==> config.mk <==
export PLATFORM = sky130hd
export DESIGN_NAME = regfile_wb_arbiter
export DESIGN_NICKNAME = d
export VERILOG_FILES = /design/src/rtl/regfile_wb_arbiter.sv
export SDC_FILE = /design/constraint.sdc
export NUM_CORES = 1
export LEC_CHECK = 0
export BUFFER_PORTS_ARGS = -buffer_cell sky130_fd_sc_hd__buf_2
export CAP_MARGIN = 20
export CORE_MARGIN = 1.5
export CORE_UTILIZATION = 40
export CTS_BUF_LIST = sky130_fd_sc_hd__clkbuf_8
export CTS_CLUSTER_DIAMETER = 120
export DETAILED_ROUTE_END_ITERATION = 16
export PLACE_DENSITY = 0.83
export SYNTH_ARGS = -nofsm -noshare
export SYNTH_HDL_FRONTEND = slang
export SYNTH_SLANG_ARGS = --single-unit
export TNS_END_PERCENT = 10
==> constraint.sdc <==
create_clock -name clk -period 1.7 [get_ports clk]
set_input_delay 0.34 -clock clk [delete_from_list [all_inputs] [get_ports clk]]
set_output_delay 0.34 -clock clk [all_outputs]
set_load 0.03 [all_outputs]
==> src/rtl/regfile_wb_arbiter.sv <==
// ---------------------------------------------------------------------------
// regfile_wb_arbiter
//
// Purpose: shares the single register-file write port between NUM_REQ
// writeback sources (ALU pipe, load/store unit, multiply/divide unit).
// A combinational round-robin arbiter picks one valid requester per cycle.
// The accepted write is registered once and then driven onto the regfile
// write port, so a write appears on the port one cycle after it is accepted.
//
// Ports:
//   clk                  - clock; all state updates on the rising edge
//   rst                  - synchronous, active-low reset
//   flush                - exception/eret flush; blocks the accept and
//                          suppresses the next write enable
//   req_valid[NUM_REQ]   - per-requester write request
//   req_addr             - packed addresses, requester i at [i*ADDR_W +: ADDR_W]
//   req_data             - packed data, requester i at [i*DATA_W +: DATA_W]
//   req_ready[NUM_REQ]   - one-hot grant; handshake = req_valid & req_ready
//   regfile_write_enable - regfile write enable
//   regfile_write_addr   - regfile write address
//   regfile_write_data   - regfile write data
//   rr_ptr_o[3]          - current round-robin pointer (debug only)
//
// Build option:
//   WB_ARB_FIXED_PRIO_EN - when defined, fixed priority (requester 0
//   highest); the round-robin pointer is removed and rr_ptr_o reads 0.
// ---------------------------------------------------------------------------
module regfile_wb_arbiter #(
    parameter int NUM_REQ = 3,
    parameter int ADDR_W  = 5,
    parameter int DATA_W  = 32
) (
    input  logic                        clk,
    input  logic                        rst,
    input  logic                        flush,
    input  logic [NUM_REQ-1:0]          req_valid,
    input  logic [NUM_REQ*ADDR_W-1:0]   req_addr,
    input  logic [NUM_REQ*DATA_W-1:0]   req_data,
    output logic [NUM_REQ-1:0]          req_ready,
    output logic                        regfile_write_enable,
    output logic [ADDR_W-1:0]           regfile_write_addr,
    output logic [DATA_W-1:0]           regfile_write_data,
    output logic [2:0]                  rr_ptr_o
);

    logic [NUM_REQ-1:0] grant;
    logic [ADDR_W-1:0]  win_addr;
    logic [DATA_W-1:0]  win_data;
    logic               found;
    logic               accept;

`ifdef WB_ARB_FIXED_PRIO_EN

    // Lowest index wins; no pointer state at all.
    always_comb begin
        grant    = '0;
        win_addr = '0;
        win_data = '0;
        found    = 1'b0;
        for (int i = 0; i < NUM_REQ; i++) begin
            if (!found && req_valid[i]) begin
                found    = 1'b1;
                grant[i] = 1'b1;
                win_addr = req_addr[i*ADDR_W +: ADDR_W];
                win_data = req_data[i*DATA_W +: DATA_W];
            end
        end
    end

    assign rr_ptr_o = 3'd0;

`else

    localparam logic [2:0] LAST_IDX = 3'(NUM_REQ - 1);

    logic [2:0] rr_ptr;
    logic [2:0] win_idx;
    logic [2:0] next_ptr;

    // Rotating scan done as two ascending passes: first the requesters at or
    // above the pointer, then the ones below it (the wrapped part).
    always_comb begin
        grant    = '0;
        win_addr = '0;
        win_data = '0;
        win_idx  = '0;
        found    = 1'b0;
        for (int i = 0; i < NUM_REQ; i++) begin
            if (!found && req_valid[i] && (3'(i) >= rr_ptr)) begin
                found    = 1'b1;
                grant[i] = 1'b1;
                win_idx  = 3'(i);
                win_addr = req_addr[i*ADDR_W +: ADDR_W];
                win_data = req_data[i*DATA_W +: DATA_W];
            end
        end
        for (int i = 0; i < NUM_REQ; i++) begin
            if (!found && req_valid[i] && (3'(i) < rr_ptr)) begin
                found    = 1'b1;
                grant[i] = 1'b1;
                win_idx  = 3'(i);
                win_addr = req_addr[i*ADDR_W +: ADDR_W];
                win_data = req_data[i*DATA_W +: DATA_W];
            end
        end
    end

    assign next_ptr = (win_idx == LAST_IDX) ? 3'd0 : win_idx + 3'd1;

    // Pointer moves past the winner only on a completed handshake.
    always_ff @(posedge clk) begin
        if (!rst) begin
            rr_ptr <= 3'd0;
        end else if (accept) begin
            rr_ptr <= next_ptr;
        end
    end

    assign rr_ptr_o = rr_ptr;

`endif

    // Reset and flush both hide the grant so no handshake can complete.
    assign req_ready = (rst && !flush) ? grant : '0;
    assign accept    = |req_ready;

    // Output stage: a write to register 0 is consumed but never enabled.
    // Address/data only follow accepted writes and otherwise hold.
    always_ff @(posedge clk) begin
        if (!rst) begin
            regfile_write_enable <= 1'b0;
            regfile_write_addr   <= '0;
            regfile_write_data   <= '0;
        end else begin
            regfile_write_enable <= accept && (win_addr != '0);
            if (accept) begin
                regfile_write_addr <= win_addr;
                regfile_write_data <= win_data;
            end
        end
    end

endmodule

[Yosys cells after proc, flatten, opt, wreduce, memory -nomap -nowiden]
Index checks and enable logic that the tools add are counted.
Word-level totals
  flip-flop bits (word level): 41
  logic and storage cells: 62
  output and inout bits: 44
  input port bits: 117
Cells by class
  reduce and logical (&&, ||, !) cells: 21
  add/sub/neg operators: 1
  magnitude comparators: 6
  eq/ne operators: 1
  mux-type cells: 29
Operators with widths (number)
  32-bit two-way mux: 6
  5-bit two-way mux: 6
  3-bit two-way mux: 6
  1-bit logical AND: 13
  1-bit two-way mux: 11
  1-bit by 3-bit >= comparator with 1-bit output, first input constant: 2
  1-bit zero test: 6
  1-bit by 3-bit less-than comparator with 1-bit output, first input constant: 2
  5-bit nonzero test: 1
  3-bit by 1-bit adder with 3-bit output, second input constant: 1
  3-bit by 2-bit == test with 1-bit output, second input constant: 1
  2-bit by 3-bit >= comparator with 1-bit output, first input constant: 1
  2-bit by 3-bit less-than comparator with 1-bit output, first input constant: 1
  3-bit OR reduction: 1

[Longest topological paths before layout]
Gate-level depths: netlist of the first run.
  depth in word-level cells: 26
  mapped depth: 8
  depth with buffers taken out: 6

[Worst setup path before layout of the first run]
OpenSTA, ideal clock, no wires.
  kind: reg-to-output
  from: register rr_ptr[1], in the netlist rr_ptr_o[1]
  to: output req_ready[0]
  arrival: 1.791 ns
  required time: 1.360 ns
  path slack: -0.431 ns
  path buffers: 3
  stages on the path, launching flop included: 7
  path through: dfxtp_1 > buf_2 > o21bai_1 > o311a_1 > buf_2 > buf_2 > and2_1
Between the ends
  longest elaborated chain between the ends: 16
  elaborated cells on any way between the ends: 19
  classes of those cells: 4 x order compare; 5 x mux; 10 x reduce/logical
Ends and longest elaborated chain
  start: declaration: RTL line 76  | logic [2:0] rr_ptr;
  start signal: assignment: RTL line 115  | rr_ptr <= next_ptr;
  1-bit by 3-bit >= comparator with 1-bit output: RTL line 89  | if (!found && req_valid[i] && (3'(i) >= rr_ptr)) begin
  1-bit logical AND: RTL line 89
  1-bit two-way mux: RTL line 89
  1-bit zero test: RTL line 89
  1-bit logical AND (2 in a row): RTL line 89
  1-bit two-way mux: RTL line 89
  1-bit zero test: RTL line 89
  1-bit logical AND (2 in a row): RTL line 89
  1-bit two-way mux: RTL line 89
  1-bit zero test: RTL line 98  | if (!found && req_valid[i] && (3'(i) < rr_ptr)) begin
  1-bit logical AND (2 in a row): RTL line 98
  1-bit two-way mux (*): RTL line 98
  3-bit two-way mux (*): RTL line 124  | assign req_ready = (rst && !flush) ? grant : '0;
  end: declaration: RTL line 39  | output logic [NUM_REQ-1:0] req_ready,
Mark *: on every way between the ends. The rest lies on a longest branch, timed or not.

[Worst setup path in the final report of the first run]
  from: register rr_ptr[0], in the netlist rr_ptr_o[0]
  to: output req_ready[1]
Between the ends
  longest elaborated chain between the ends: 20
  elaborated cells on any way between the ends: 25
  classes of those cells: 5 x order compare; 7 x mux; 13 x reduce/logical
Ends and longest elaborated chain (RTL line)
  1-bit by 3-bit >= comparator with 1-bit output: 89
  1-bit logical AND: 89
  1-bit two-way mux: 89
  1-bit zero test: 89
  1-bit logical AND (2 in a row): 89
  1-bit two-way mux: 89
  1-bit zero test: 89
  1-bit logical AND (2 in a row): 89
  1-bit two-way mux: 89
  1-bit zero test: 98
  1-bit logical AND (2 in a row): 98
  1-bit two-way mux: 98
  1-bit zero test: 98
  1-bit logical AND (2 in a row): 98
  1-bit two-way mux (*): 98
  3-bit two-way mux (*): 124
Marks and branches as above.

==> summary.md, run 1 <==
| Metric | Value |
|---|---|
| Status | finished with violations |
| Failing checks | setup timing |
| I/O pin cnt | 161 |
| PnR worst setup slack | -306 ps |
| Max frequency | 499 MHz |
| Synth warn | 0 |
| Max Cap Viol | 0 |
| Die height | 81.7 um |
| DRT antenna net count | 0 |
| Pre-antenna DRT Iters | 5 |
| Place WS | -316 ps |
| Post-Place Cell Area | 3760 um2 |
| Worst Tran Pin Value | 364 ps |
| Final Critical Period | 2010 ps |
| Non-filler cells in the finished layout | 560 |
| CORE AREA | 5960 um2 |
| Final hold vios | 0 |
| Slew HR | 0.758 |
| Die width | 81.7 um |
| Yosys reg bits | 41 |
| H-tree depth | 2 |
| Row cnt | 28 |
| Grt total ovfl | 0 |
| CP Data Arrival Time | 1670 ps |
| Cells after Synth | 286 |
| Vias in the first global route | 2985 |
| Starting density of the core | 0.416 |
| Hold Path Depth | 4 |
| CTS Root Cell | clkbuf_8 |
| Antenna Cells | 0 |
| Tot GR Track Use | 0.272 |
| Synthesis-to-layout area growth | 68.8% |
| Reg clk slew, reported paths | 80 ps |
| First-pass GRT wire length | 13900 um |
| Post-synth ARST share | 0 |
| Gp weighted congestion | 0.942 |
| RSZ-0062 raised after global routing | true |
| Cell Area, Synth | 2480 um2 |
| Drc violations | 0 |
| Hold-fix buffers, CTS | 0 |
| Layout cells sized above 1 | 0.567 |
| Syn Nets | 403 |
| Drt wl/cell | 17.1 um |
| LEAKAGE | 1.90 nW |
| Initial DRC Count | 177 |
| Number of synthesized flops with an enable pin | 0 |
| Vias per cell | 5.71 |
| Worst Clk Skew | 6.03 ps |
| Routed wire length | 9580 um |
| Tcrit/Tclk final | 1.18 |
| Kind of critical path | reg2out |
| Syn Area/Cell | 8.66 um2 |
| I/O Buffers | 160 |
| Worst ir drop on vdd | 0.456 mV |
| Main synth FF type | dfxtp_1 |
| CTS buffer count | 5 |
| Detailed Place HPWL | 6870 um |
| Crit. End Element | primary output |
| Placed insts | 540 |
| Overall power | 2.77 mW |
| Final Cell Area | 4180 um2 |
| Crit path max fanout | 4 |
| Seq/Total Area, Yosys | 0.331 |
| Clk_lat worst skew | 290 ps |
| Max clock buf depth | 2 |
| Die area | 6670 um2 |
| Number of distinct library cells after synthesis | 54 |
| Startpoint Class | register |
| Final number of max-transition violations | 0 |
| Reg2Reg Depth | 9 |
| Via count | 3196 |
| Power density over the cells | 663 nW/um2 |
| Setup violations, final | 41 |
| Pin count of the biggest net entering global routing | 45 |
| Worst hold slack | 405 ps |
| Nets | 601 |
| CTS tree | built |
| HP Class | in2reg |
| Antenna violations before repair | 0 |
| Critical Path RT | 1360 ps |
| Clock sinks | 41 |
==> where the power goes <==
part	leakage (nW)	switching [mW]	internal, mW	total, mW
Combinational	1.50	0.484	0.427	0.911
Sequential	0.338	0.0332	1.01	1.05
Clock	0.0626	0.343	0.473	0.816
Total	1.90	0.860	1.91	2.77
==> flip-flops by register name (all words and copies together) (netlist names) <==
register	cells
regfile_write_data	32
regfile_write_addr	5
rr_ptr_o	3
regfile_write_enable	1
==> what timing repair did <==
| item | CTS | global route |
|---|---|---|
| setup endpoints to repair | 40 | 43 |
| gates resized for setup | 23 | 15 |
| gates cloned | 0 | 2 |
| pin swaps | 9 | 12 |
| setup buffers | 10 | 1 |
==> per-stage QoR <==
stage | setup TNS (ps) | utilization
2_1_floorplan | -4430 | -
3_3_place_gp | -6590 | 0.631
3_5_place_dp | -8200 | 0.631
4_1_cts | -9020 | 0.682
5_1_grt | -11780 | 0.702
6_report | -8470 | 0.702
==> worst max-delay path, stage by stage, from the launching register on <==
cell	delay, ps
dfxtp_4	360
buf_6	120
or3b_4	420
o2111ai_4	110
nand2b_4	80
and2_4	150
buf_6	130
==> metal layers <==
metal / vias up / global-route usage / wire (um)
met1: 1490 / 0.292 / 3820
met4: 0 / 0.0966 / 184
met5: - / 0 / 0
met3: 16 / 0.0533 / 589
li1: 1531 / - / -
met2: 159 / 0.521 / 4990
==> cell families (layout without fill, tap and decap cells) <==
family                 Yosys count  after routing  synth area share
buffers and inverters           37            236            0.0747
muxes                            1              1           0.00455
and+or+nand+nor                 84             84             0.161
DFF                             41             41             0.331
AOI/OAI and AO/OA              123            123             0.428
==> cells in the mapped netlist (4+ instances only) <==
| cell | instances | area (um2) |
|---|---|---|
| a211oi_1 | 22 | 165 |
| a222oi_1 | 21 | 210 |
| o22ai_1 | 13 | 81.3 |
| a211o_1 | 10 | 87.6 |
| dfxtp_1 | 41 | 821 |
| nand2_1 | 30 | 113 |
| clkbuf_1 | 9 | 33.8 |
| nor2_1 | 30 | 113 |
| o21a_1 | 4 | 30.0 |
| buf_2 | 16 | 80.1 |
| and2_1 | 4 | 25.0 |
| inv_1 | 5 | 18.8 |
| a21oi_1 | 14 | 70.1 |
| a221oi_2 | 10 | 150 |
| o21ai_0 | 5 | 25.0 |
==> layout make-up <==
class                      instances  area, um2
clock buffer                       6       82.6
clock inverter                     2       33.8
fill                             464       1770
inverter                           6       25.0
multi-input combinational        208       1660
sequential                        41        832
tap                               75       93.8
timing repair buffer             222       1450
==> path summary, 6_finish.rpt <==
kind | startpoint | to | slack, ps
setup / recovery | rr_ptr_o[0] | req_ready[1] | -310
hold / removal | req_data[10] | regfile_write_data[10] | 400
setup reg to reg | rr_ptr_o[0] | regfile_write_data[17] | -270
hold reg to reg | regfile_write_data[14] | regfile_write_data[14] | 460
==> placed cells by master, fill, tap and decap left out, types with 3 or more instances in the layout <==
master | netlist | routed
a211oi_1 | 22 | 22
and2_4 | 0 | 3
buf_4 | 3 | 43
a21oi_1 | 14 | 12
buf_6 | 0 | 11
buf_2 | 16 | 157
a21oi_2 | 2 | 3
inv_1 | 5 | 5
dfxtp_1 | 41 | 38
nor2_1 | 30 | 29
a221oi_2 | 10 | 10
o21a_1 | 4 | 4
a211o_1 | 10 | 10
nand2_1 | 30 | 30
a222oi_1 | 21 | 21
buf_12 | 0 | 7
clkbuf_8 | 0 | 6
dfxtp_4 | 0 | 3
o21ai_0 | 5 | 4
o22ai_1 | 13 | 13
Note: power is estimated with default switching activity, not from simulation.
==> inputs of run 2 (changes only) <==
Settings changed: SETUP_SLACK_MARGIN set to 0.5.
==> run 2 against run 1 <==
The run still ends with setup timing left; sequential share of layout area fell by 0.28 points; wire length fell by 0.24%; global-route usage fell by 0.23 points; fmax fell by 0.35%; die area did not move; critical path depth rose by 3; core utilization rose by 1.0 points.
==> summary.md, run 2 (synthesis gave the netlist of run 1 again) <==
| Metric | Value |
|---|---|
| Status | finished with violations (unchanged) |
| Failing checks | setup timing (unchanged) |
| Grt total ovfl | 0 (unchanged) |
| Pint | 1.93 mW (was 1.91 mW) |
| Final Cell Area | 4240 um2 (was 4180 um2) |
| Pre-antenna DRT Iters | 5 (unchanged) |
| Crit. End Element | register (was primary output) |
| Crit path max fanout | 6 (was 4) |
| Initial DRC Count | 165 (was 177) |
| Layout filler cell count | 447 (was 464) |
| I/O pin cnt | 161 (unchanged) |
| Vias per cell | 5.71 (about the same) |
| H-tree depth | 2 (unchanged) |
| Die width | 81.7 um (unchanged) |
| Die area | 6670 um2 (unchanged) |
| Sequential Area | 832 um2 (unchanged) |
| I/O Buffers | 160 (unchanged) |
| Area taken by multi-input logic gates | 1630 um2 (was 1660 um2) |
| Final setup TNS | -8380 ps (was -8470 ps) |
| Power density over the cells | 659 nW/um2 (was 663 nW/um2) |
| Detailed Place HPWL | 6870 um (unchanged) |
| Via count | 3204 (was 3196) |
| Comb power frac | 0.332 (was 0.328) |
| Worst Clk Skew | 7.14 ps (was 6.03 ps) |
| R2R Setup Slk | -310 ps (was -270 ps) |
| Most frequent cells in the layout | 127 x buf_2, 59 x buf_4, 38 x dfxtp_1, 30 x nand2_1, 29 x nor2_1 (was 157 x buf_2, 43 x buf_4, 38 x dfxtp_1, 30 x nand2_1, 29 x nor2_1) |
| Setup violations, final | 42 (was 41) |
| Final Util | 0.712 (was 0.702) |
| Vias in the first global route | 2973 (was 2985) |
| Max Cap Viol | 0 (unchanged) |
| Final hold vios | 0 (unchanged) |
| Kind of critical path | reg2reg (was reg2out) |
| Reg power frac | 0.375 (was 0.377) |
| Antenna Cells | 0 (unchanged) |
| Synthesis-to-layout area growth | 71.3% (was 68.8%) |
| Layout cells sized above 1 | 0.564 (was 0.567) |
| Max clock buf depth | 2 (unchanged) |
| Reg with most FFs | regfile_write_data (unchanged) |
| Critical Path RT | 1880 ps (was 1360 ps) |
| Final Critical Period | 2010 ps (about the same) |
| DRT antenna net count | 0 (unchanged) |
| HP Class | in2reg (unchanged) |
| Slew HR | 0.758 (about the same) |
| Tot GR Track Use | 0.269 (was 0.272) |
| Antenna violations before repair | 0 (unchanged) |
| Drt wl/cell | 17.0 um (was 17.1 um) |
| Gp weighted congestion | 0.942 (unchanged) |
| Leading cell type in the layout, fill and taps excluded | buf_2 (unchanged) |
| RSZ-0062 raised after global routing | true (unchanged) |
| Hold-fix buffers, CTS | 0 (unchanged) |
| Drc violations | 0 (unchanged) |
| Nets | 602 (was 601) |
| Switch share | 0.308 (was 0.310) |
| CP Data Arrival Time | 2200 ps (was 1670 ps) |
| Pin count of the biggest net entering global routing | 45 (unchanged) |
| Die height | 81.7 um (unchanged) |
| CTS buffer count | 5 (unchanged) |
| CTS Root Cell | clkbuf_8 (unchanged) |
| Row cnt | 28 (unchanged) |
| Post-Place Cell Area | 3760 um2 (unchanged) |
| Starting density of the core | 0.416 (unchanged) |
| Worst Tran Pin Value | 362 ps (was 364 ps) |
| Worst ir drop on vdd | 0.461 mV (was 0.456 mV) |
| PnR worst setup slack | -313 ps (was -306 ps) |
| Switching Power | 0.863 mW (was 0.860 mW) |
| Reg clk slew, reported paths | 80 ps (about the same) |
| LEAKAGE | 1.90 nW (about the same) |
| First-pass GRT wire length | 13800 um (was 13900 um) |
| Clock sinks | 41 (unchanged) |
| Largest register FFs | 32 (unchanged) |
| Tcrit/Tclk final | 1.18 (about the same) |
| CORE AREA | 5960 um2 (unchanged) |
| Max frequency | 497 MHz (was 499 MHz) |
| Final number of max-transition violations | 0 (unchanged) |
| CTS tree | built (unchanged) |
| Clock power frac | 0.293 (was 0.294) |
| Clk_lat worst skew | 290 ps (about the same) |
| Routed wire length | 9560 um (was 9580 um) |
| Startpoint Class | register (unchanged) |
run 2: cell count changes in the layout (fill, tap and decap cells not counted), sizes merged:
cell	before	now
clkbuf	8	19
buf	220	210
run 2: area by class of cell:
type	count	share of cell area
well taps	75	0.0221
clock buffers	6	0.0195
repair buffers	223	0.365
flip-flops and latches	41	0.196
clock inverters	2	0.00796
multi-input cells	208	0.384
inverters	6	0.00531
run 2: metrics by stage:
stage                     setup WS, ps  power, mW  hold slack, ps  cells
after CTS                         -367       2.75             397    559
after global routing              -365       2.91             409    561
after global placement            -257       1.87             438    540
final                             -313       2.80             404    561
after floorplan                   -139       1.53             458    286
after detailed placement          -316       1.90             443    540
run 2: final timing paths:
check,startpoint,to,cells past startpoint
worst min-delay path,req_data[14],regfile_write_data[14],4
worst min register to register,regfile_write_data[14],regfile_write_data[14],2
worst max register to register,rr_ptr_o[0],regfile_write_enable,9
worst max-delay path,rr_ptr_o[0],regfile_write_enable,9
run 2: repair_timing:
| item | CTS | global route |
|---|---|---|
| setup buffers | 11 | 0 |
| gates resized for setup | 31 | 48 |
| setup endpoints to repair | 50 | 73 |
| gates cloned | 0 | 2 |
| pin swaps | 11 | 6 |
run 2: layer usage:
layer | wire length, um | up-vias | GRT usage
met4 | 199 | 0 | 0.0898
li1 | - | 1537 | -
met2 | 4950 | 162 | 0.514
met3 | 628 | 18 | 0.0556
met1 | 3780 | 1487 | 0.292
met5 | 0 | - | 0
run 2: power groups by stage:
| stage | logic (mW) | registers, mW | clock network, mW |
|---|---|---|---|
| 5_1_grt | 0.991 | 1.06 | 0.867 |
| 4_1_cts | 0.873 | 1.05 | 0.827 |
| 6_report | 0.929 | 1.05 | 0.819 |
| 2_1_floorplan | 0.351 | 1.18 | 0 |
| 3_5_place_dp | 0.827 | 1.07 | 0 |
| 3_3_place_gp | 0.808 | 1.07 | 0 |
run 2: critical path, stage by stage, from the launching register on:
cell	delay, ps
dfxtp_4	360
buf_12	120
buf_6	110
buf_8	120
nand4bb_1	200
o311a_4	180
buf_6	150
a221oi_4	310
o21ai_1	90
o31a_1	270
==> inputs of run 3 (changes only) <==
Settings changed: ABC_AREA set to 1, CORE_UTILIZATION 40 to 44.
==> run 3 against run 2 <==
The run still ends with setup timing left; first-iteration DRC count grew 110%; wire length is 44% higher; clock-buffer cell count down 1; core utilization decreased by 0.22 points; final area rose by 22%; sequential share of layout area decreased by 3.5 points; clock power decreased by 18%; cell count up 53%; global-route usage increased by 5.3 points; fmax increased by 0.17%; via count grew 50%; total power rose by 34%; largest cell class unchanged.
==> summary.md, run 3 <==
| Metric | Value |
|---|---|
| Largest register FFs | 32 (unchanged) |
| Tot GR Track Use | 0.322 (was 0.269) |
| Syn Area/Cell | 5.88 um2 (was 8.66 um2) |
| Clock power frac | 0.180 (was 0.293) |
| Drc violations | 0 (unchanged) |
| Cells after Synth | 567 (was 286) |
| Syn Nets | 684 (was 403) |
| Clk_lat worst skew | 300 ps (was 290 ps) |
| H-tree depth | 2 (unchanged) |
| Max frequency | 498 MHz (was 497 MHz) |
| Via count | 4800 (was 3204) |
| DRT antenna net count | 0 (unchanged) |
| Number of distinct library cells after synthesis | 26 (was 54) |
| Synth top cells by count | 136 x nand2_1, 110 x nor2_1, 88 x nand3_1, 41 x dfxtp_1, 41 x inv_1 (was 41 x dfxtp_1, 30 x nand2_1, 30 x nor2_1, 22 x a211oi_1, 21 x a222oi_1) |
| Pre-antenna DRT Iters | 5 (unchanged) |
| Die height | 90.1 um (was 81.7 um) |
| Slew HR | 0.690 (was 0.758) |
| Cell Area, Synth | 3340 um2 (was 2480 um2) |
| Placed insts | 830 (was 540) |
| Vias in the first global route | 4640 (was 2973) |
| Layout filler cell count | 620 (was 447) |
| Yosys top cell area share | 0.246 (was 0.331) |
| Worst Clk Skew | 7.56 ps (was 7.14 ps) |
| Grt total ovfl | 0 (unchanged) |
| Antenna Cells | 0 (unchanged) |
| Post-synth ARST share | 0 (unchanged) |
| Switch share | 0.421 (was 0.308) |
| Starting density of the core | 0.457 (was 0.416) |
| Reg with most FFs | regfile_write_data (unchanged) |
| Nets | 873 (was 602) |
| Kind of critical path | reg2reg (unchanged) |
| Worst ir drop on vdd | 0.516 mV (was 0.461 mV) |
| First-pass GRT wire length | 21600 um (was 13800 um) |
| CORE AREA | 7290 um2 (was 5960 um2) |
| Crit. End Element | register (unchanged) |
| I/O pin cnt | 161 (unchanged) |
| Die area | 8110 um2 (was 6670 um2) |
| Initial DRC Count | 346 (was 165) |
| Max Cap Viol | 0 (unchanged) |
| Most frequent cells in the layout | 132 x nand2_1, 116 x buf_2, 103 x nor2_1, 85 x nand3_1, 64 x buf_4 (was 127 x buf_2, 59 x buf_4, 38 x dfxtp_1, 30 x nand2_1, 29 x nor2_1) |
| Routed wire length | 13700 um (was 9560 um) |
| Leading cell type in the layout, fill and taps excluded | nand2_1 (was buf_2) |
| Pint | 2.17 mW (was 1.93 mW) |
| Dominant cell by count in the synthesized netlist | nand2_1 (was dfxtp_1) |
| Power density over the cells | 725 nW/um2 (was 659 nW/um2) |
| Die width | 90.1 um (was 81.7 um) |
| Vias per cell | 5.61 (was 5.71) |
| Final Util | 0.710 (was 0.712) |
| Reg clk slew, reported paths | 90 ps (was 80 ps) |
| Max clock buf depth | 2 (unchanged) |
| Row cnt | 31 (was 28) |
| Synthesis-to-layout area growth | 55.3% (was 71.3%) |
| Layout cells sized above 1 | 0.387 (was 0.564) |
| Synth area leader | dfxtp_1 (unchanged) |
| Detailed Place HPWL | 9150 um (was 6870 um) |
| Final hold vios | 0 (unchanged) |
| Clock sinks | 41 (unchanged) |
| Top area cells in the synthesized netlist | dfxtp_1 25%, nand2_1 15%, nand3_1 13% (was dfxtp_1 33%, a222oi_1 8.5%, a211oi_1 6.7%) |
| Worst hold slack | 330 ps (was 404 ps) |
| Place WS | -122 ps (was -316 ps) |
| Crit path max fanout | 5 (was 6) |
| Synth warn | 0 (unchanged) |
| Tcrit/Tclk final | 1.18 (about the same) |
| Critical Path RT | 1910 ps (was 1880 ps) |
| Hold-fix buffers, CTS | 0 (unchanged) |
| Antenna violations before repair | 0 (unchanged) |
| CTS tree | built (unchanged) |
| PnR worst setup slack | -310 ps (was -313 ps) |
| Status | finished with violations (unchanged) |
| RSZ-0062 raised after global routing | true (unchanged) |
| Hold Path Depth | 3 (was 4) |
| CP Data Arrival Time | 2220 ps (was 2200 ps) |
| Final number of max-transition violations | 0 (unchanged) |
| Setup violations, final | 44 (was 42) |
| Comb power frac | 0.511 (was 0.332) |
| Reg2Reg Depth | 15 (was 9) |
| Failing checks | setup timing (unchanged) |
| HP Class | in2reg (unchanged) |
| Overall power | 3.75 mW (was 2.80 mW) |
| CTS buffer count | 5 (unchanged) |
| Gp weighted congestion | 0.938 (was 0.942) |
| CTS Root Cell | clkbuf_8 (unchanged) |
| Worst Tran Pin Value | 464 ps (was 362 ps) |
| Drt wl/cell | 16.1 um (was 17.0 um) |
| Non-filler cells in the finished layout | 856 (was 561) |
| I/O Buffers | 160 (unchanged) |
| Final Critical Period | 2010 ps (about the same) |
| Number of synthesized flops with an enable pin | 0 (unchanged) |
| Yosys reg bits | 41 (unchanged) |
| Reg power frac | 0.309 (was 0.375) |
| Pin count of the biggest net entering global routing | 38 (was 45) |
| Switching Power | 1.58 mW (was 0.863 mW) |
| Main synth FF type | dfxtp_1 (unchanged) |
| Startpoint Class | register (unchanged) |
| LEAKAGE | 2.65 nW (was 1.90 nW) |
| Seq/Total Area, Yosys | 0.246 (was 0.331) |
-- run 3: changes by cell type in the layout (fill, tap and decap cells not counted), moves of 8 or more --
cell | before | now
o22ai_1 | 13 | 0
a211oi_1 | 22 | 14
o21ai_1 | 1 | 24
nor2_1 | 29 | 103
a211o_1 | 10 | 0
a221oi_2 | 11 | 0
inv_1 | 5 | 37
nand4_1 | 0 | 18
buf_2 | 127 | 116
nand3_1 | 0 | 85
nand2_1 | 30 | 132
o21ai_2 | 0 | 14
a222oi_1 | 21 | 0
-- run 3: cells by family after synthesis --
group | count (synthesis) | synth area share
AO/OA/AOI/OAI | 74 | 0.130
buffers and inverters | 80 | 0.116
flip-flops | 41 | 0.246
AND/OR/NAND/NOR | 372 | 0.508
-- run 3: per-layer routing --
layer  track usage  vias to the layer above  wire length (um)
met5             0                        -                 0
met4         0.128                        0               486
met3        0.0702                       51              1360
met2         0.563                      324              6740
met1         0.381                     2178              5160
li1              -                     2247                 -
-- run 3: through the flow --
stage	area, um2	TNS [ps]
floorplan	3380	-4660
global placement	4560	-212
detailed placement	4560	-1750
CTS	4910	-3530
global route	5180	-11450
finish	5180	-8460
-- run 3: worst paths after layout --
path                                               end  slack, ps                   start
worst max-delay path              regfile_write_enable       -310             rr_ptr_o[1]
worst min-delay path                       rr_ptr_o[0]        330                     rst
worst max register to register    regfile_write_enable       -310             rr_ptr_o[1]
worst min register to register  regfile_write_data[20]        500  regfile_write_data[20]
-- run 3: layout make-up --
cell class                      count  area, um2  share of cell area
Timing Repair Buffer              219       1660               0.321
Sequential cell                    41        832               0.161
Clock inverter                      3       16.3             0.00314
Multi-Input combinational cell    446       2310               0.446
Clock buffer                        5       68.8              0.0133
Tap cell                           99        124              0.0239
Inverter                           43        165              0.0319
-- run 3: power by group through the flow --
stage	Sequential [mW]	Clock (mW)	Combinational (mW)
6_report	1.16	0.675	1.92
2_1_floorplan	1.38	0	0.761
4_1_cts	1.15	0.672	1.72
3_3_place_gp	1.16	0	1.53
3_5_place_dp	1.16	0	1.58
5_1_grt	1.17	0.729	2.06
-- run 3: what timing repair did --
action | CTS | global route
pin swaps | 13 | 21
gates cloned | 2 | 3
setup endpoints to repair | 56 | 83
setup buffers | 9 | 4
resized for setup | 51 | 81
-- run 3: worst max-delay path, cell delays in order, from the launching register on --
cell	delay, ps
dfxtp_4	370
nor2_4	140
nand3_4	130
buf_6	160
buf_8	140
buf_12	130
nand3_2	50
nand2_1	50
inv_1	50
nand2_1	60
nor2_1	160
nand3_1	150
nor2_2	120
nand3_1	80
nand2_1	70
inv_1	50
